### config.mk
export PLATFORM = sky130hd
export DESIGN_NAME = with_mux
export DESIGN_NICKNAME = d
export VERILOG_FILES = /design/src/rtl/with_mux.sv
export SDC_FILE = /design/constraint.sdc
export NUM_CORES = 1
export LEC_CHECK = 0
export ABC_AREA = 1
export CAP_MARGIN = 0
export CORE_AREA = 2 2 39 41
export DETAILED_ROUTE_END_ITERATION = 10
export DIE_AREA = 0 0 41 43
export SYNTH_ARGS = -nofsm -noshare
export SYNTH_HDL_FRONTEND = slang
export SYNTH_SLANG_ARGS = --single-unit
### constraint.sdc
create_clock -name clk -period 0.9 [get_ports clk]
set_clock_uncertainty 0.05 [all_clocks]
set_input_delay 0.135 -clock clk [delete_from_list [all_inputs] [get_ports clk]]
set_output_delay 0.135 -clock clk [all_outputs]
set_load 0.05 [all_outputs]
### src/rtl/with_mux.sv
// 2x2 unsigned multiplier built from four 4:1 muxes selected by {a,b}, with a registered output stage.
// Latency: one clk cycle from in_valid to out_valid. The result is held while in_valid is low.
// Backpressure: none. It accepts one operand pair per cycle and never stalls. Optional parity output: WITH_MUX_PARITY_EN.
module with_mux #(
    parameter logic [3:0] OUT_RST = 4'b0000
) (
    input  logic clk,
    input  logic rst_n,
    input  logic in_valid,
    input  logic a,
    input  logic b,
    input  logic c,
    input  logic d,
    output logic out_valid,
`ifdef WITH_MUX_PARITY_EN
    output logic f_par,
`endif
    output logic f0,
    output logic f1,
    output logic f2,
    output logic f3
);

    logic [3:0] prod;       // combinational mux-core product {f3,f2,f1,f0}
    logic [3:0] f_d;
    logic [3:0] f_q;
    logic       out_valid_d;
    logic       out_valid_q;
`ifdef WITH_MUX_PARITY_EN
    logic       f_par_d;
    logic       f_par_q;
`endif

    // Mux core: each product bit is a 4:1 mux on {a,b}. Its data inputs are functions of c and d.
    always_comb begin
        prod = 4'b0000;
        case ({a, b})
            2'b00: prod = 4'b0000;
            2'b01: prod = {1'b0, 1'b0, c, d};
            2'b10: prod = {1'b0, c, d, 1'b0};
            2'b11: prod = {c & d, c & ~d, c ^ d, d};
            default: prod = 4'b0000;
        endcase
    end

    // Next-state logic: capture the product on a valid input, otherwise hold it. Valid follows in_valid.
    always_comb begin
        out_valid_d = in_valid;
        f_d         = in_valid ? prod : f_q;
`ifdef WITH_MUX_PARITY_EN
        f_par_d     = in_valid ? ^prod : f_par_q;
`endif
    end

    // Output register with asynchronous reset. Reset discards any in-flight result.
    always_ff @(posedge clk or negedge rst_n) begin
        if (!rst_n) begin
            f_q         <= OUT_RST;
            out_valid_q <= 1'b0;
`ifdef WITH_MUX_PARITY_EN
            f_par_q     <= 1'b0;
`endif
        end else begin
            f_q         <= f_d;
            out_valid_q <= out_valid_d;
`ifdef WITH_MUX_PARITY_EN
            f_par_q     <= f_par_d;
`endif
        end
    end

    assign out_valid = out_valid_q;
    assign f0        = f_q[0];
    assign f1        = f_q[1];
    assign f2        = f_q[2];
    assign f3        = f_q[3];
`ifdef WITH_MUX_PARITY_EN
    assign f_par     = f_par_q;
`endif

endmodule

==> summary.txt <==
Global route
  • Top Usage Layer GRT: met4
  • Total GRT Usage: 0.0836
  • Met2 GRT Util: 0.106
  • Total grt overflow: 0
  • Vias in the first global route: 256
  • Met1 usage: 0.101
  • Largest net degree at the start of global routing: 7
  • Initial antenna violation count: 0
  • Met3 Usage GRT: 0
  • First-pass GRT wire length: 938 µm

STA
  • Post-route minimum period: 994 ps
  • Final worst slack: -93.5 ps
  • Final Hold Viols: 0
  • Slew HR: 0.855
  • Slew Limit Fails: 0
  • Final cycle utilization of the critical path: 1.10
  • TNS Setup: -419 ps
  • Worst-margin pin slew: 217 ps
  • Fmax: 1010 MHz
  • Endpoints failing setup: 5
  • RSZ-0062 raised after global routing: true

Clocking
  • CTS max path bufs: 2
  • Clock sink count: 5
  • Clock slew at reported path FFs: 40 ps
  • Root buffer cell: clkbuf_4
  • CTS H-Tree Depth: 1
  • CTS tree: yes
  • Clk_lat worst skew: 240 ps
  • CTS Buf Count: 3

Synthesis
  • Synth warn: 0
  • Seq/Total Area, Yosys: 0.485
  • Post-Syn Area: 258 µm²
  • Synthesized Nets: 38
  • Distinct cell type count after synthesis: 11
  • Synth top area share: 0.485
  • Cell count after synthesis: 29
  • Area leader, netlist: dfrtp_1
  • Avg Cell Area, Syn: 8.89 µm²
  • Top area cells in the synthesized netlist: dfrtp_1, nand3_1, ha_1
  • Synth Register Bits: 5

Finish
  • Area Overhead vs Synth: 94.7%
  • Nets: 59
  • Layout cells sized above 1: 0.408
  • Utilization after layout: 0.363
  • Ant diodes: 0
  • Commonest non-fill, non-tap cells in the layout: nand3_1, nand2_1, buf_12, buf_4

Routing
  • Residual DRC count: 0
  • Drt wl/cell: 7.60 µm
  • Post-DRT Antenna Nets: 0
  • 1st-iter DRT viols: 3
  • Post-Route WL: 494 µm
  • TritonRoute pass-1 iters: 4
  • Routed vias: 252
  • Vias/cell: 3.88

Floorplan
  • Initial Util: 0.186
  • Placement row count: 14
  • Width of the chip: 41 µm
  • Core Region: 1380 µm²
  • Io pins: 12
  • Die Area: 1760 µm²
  • Die height: 43 µm

Critical path
  • CP required: 710 ps
  • Crit path kind: register to primary output
  • CP Capture Type: primary output
  • Crit path buffers/inverters: 1
  • Critical path arrival: 810 ps
  • Crit path max fanout: 2
  • CP max stage delay: 420 ps
  • Crit-path slowest cell: dfrtp_2
  • Crit-path leading delay family: flip-flops
  • Nature of the critical path startpoint: register
  • Critical Path, Cell by Cell: buf_12

Power and ir drop
  • Sequential power share: 0.355
  • Peak VDD IR: 0.359 mV
  • Lkg Pwr: 0.243 nW
  • Switching part of the total: 0.290
  • Clock power frac: 0.343
  • Cell Pwr Density: 1470 nW/µm²
  • Logic gate share of total power: 0.301
  • Int Pwr: 524 µW
  • Switching power: 214 µW

Outcome
  • Failing checks: negative setup slack
  • Status: finished with violations

Placed design
  • Port Buffers: 11
  • Gpl congestion: 0.715
  • Worst slack, placed: -490 ps

Worst hold path
  • Hold Crit Class: primary input to asynchronous set/reset pin

Flow run
  • Max-cap violation count: 0
==> Yosys cell counts <==
cell type and number:
nor2_1 1, nand3_1 6, inv_2 2, ha_1 2, o21ai_0 1, nand2_1 6
dfrtp_1 5, inv_1 3, a21oi_2 1, a31oi_1 1, o31ai_2 1
==> power by group through the flow <==
stage               sequential (mW)  combinational [mW]  clock [mW]
finish                        0.262               0.223       0.253
global route                  0.264               0.240       0.285
CTS                           0.263               0.224       0.263
detailed placement            0.266               0.227           0
global placement              0.265               0.225           0
floorplan                     0.315              0.0381           0
==> logic make-up after synthesis <==
kind of cell / count (synthesis) / synth area share
AOI/OAI and AO/OA: 4 / 0.126
adders and majority gates: 2 / 0.0971
buffers and inverters: 5 / 0.0728
DFF: 5 / 0.485
and+or+nand+nor: 13 / 0.218
==> per-stage QoR <==
stage	hold slack [ps]	area, µm²	total power, mW	instances
2_1_floorplan	-211	262	0.354	29
3_3_place_gp	320	472	0.490	60
3_5_place_dp	320	472	0.492	60
4_1_cts	64.9	500	0.750	65
5_1_grt	80.2	502	0.789	65
6_report	61.7	502	0.738	65
==> worst paths after layout <==
check                      endpoint  slack (ps)  depth (start not counted)    from
max                              f2         -90                          1  f_q[2]
min                          f_q[1]          60                          1   rst_n
max reg2reg                  f_q[2]         160                          2  f_q[2]
min reg2reg                  f_q[3]         480                          2  f_q[3]
max in group asynchronous    f_q[3]         540                          1   rst_n
min in group clk             f_q[3]         310                          3       b
==> per-layer routing <==
metal	share of wire	up-vias	wire length (µm)
met1	0.44	110	217
li1	-	134	-
met3	0.053	0	26
met5	0	-	0
met4	0	0	0
met2	0.51	8	250
==> sequential cells by signal (all words and copies together) (netlist names) <==
signal	flops
f_q	4
out_valid	1
==> area by class of cell <==
cell class / count / area, µm²
Fill cell: 131 / 882
Timing Repair Buffer: 16 / 194
Multi-Input combinational cell: 19 / 114
Clock buffer: 4 / 26.3
Tap cell: 16 / 20.0
Sequential cell: 5 / 129
Inverter: 5 / 18.8
==> repair_timing <==
item / in CTS / in global routing
setup endpoints to repair: 8 / 6
resized for setup: 4 / 1
pin swaps: 1 / 0
setup buffers: 1 / 0
hold buffers: 0 / 0
No activity file was read; power rests on OpenSTA's default activity.
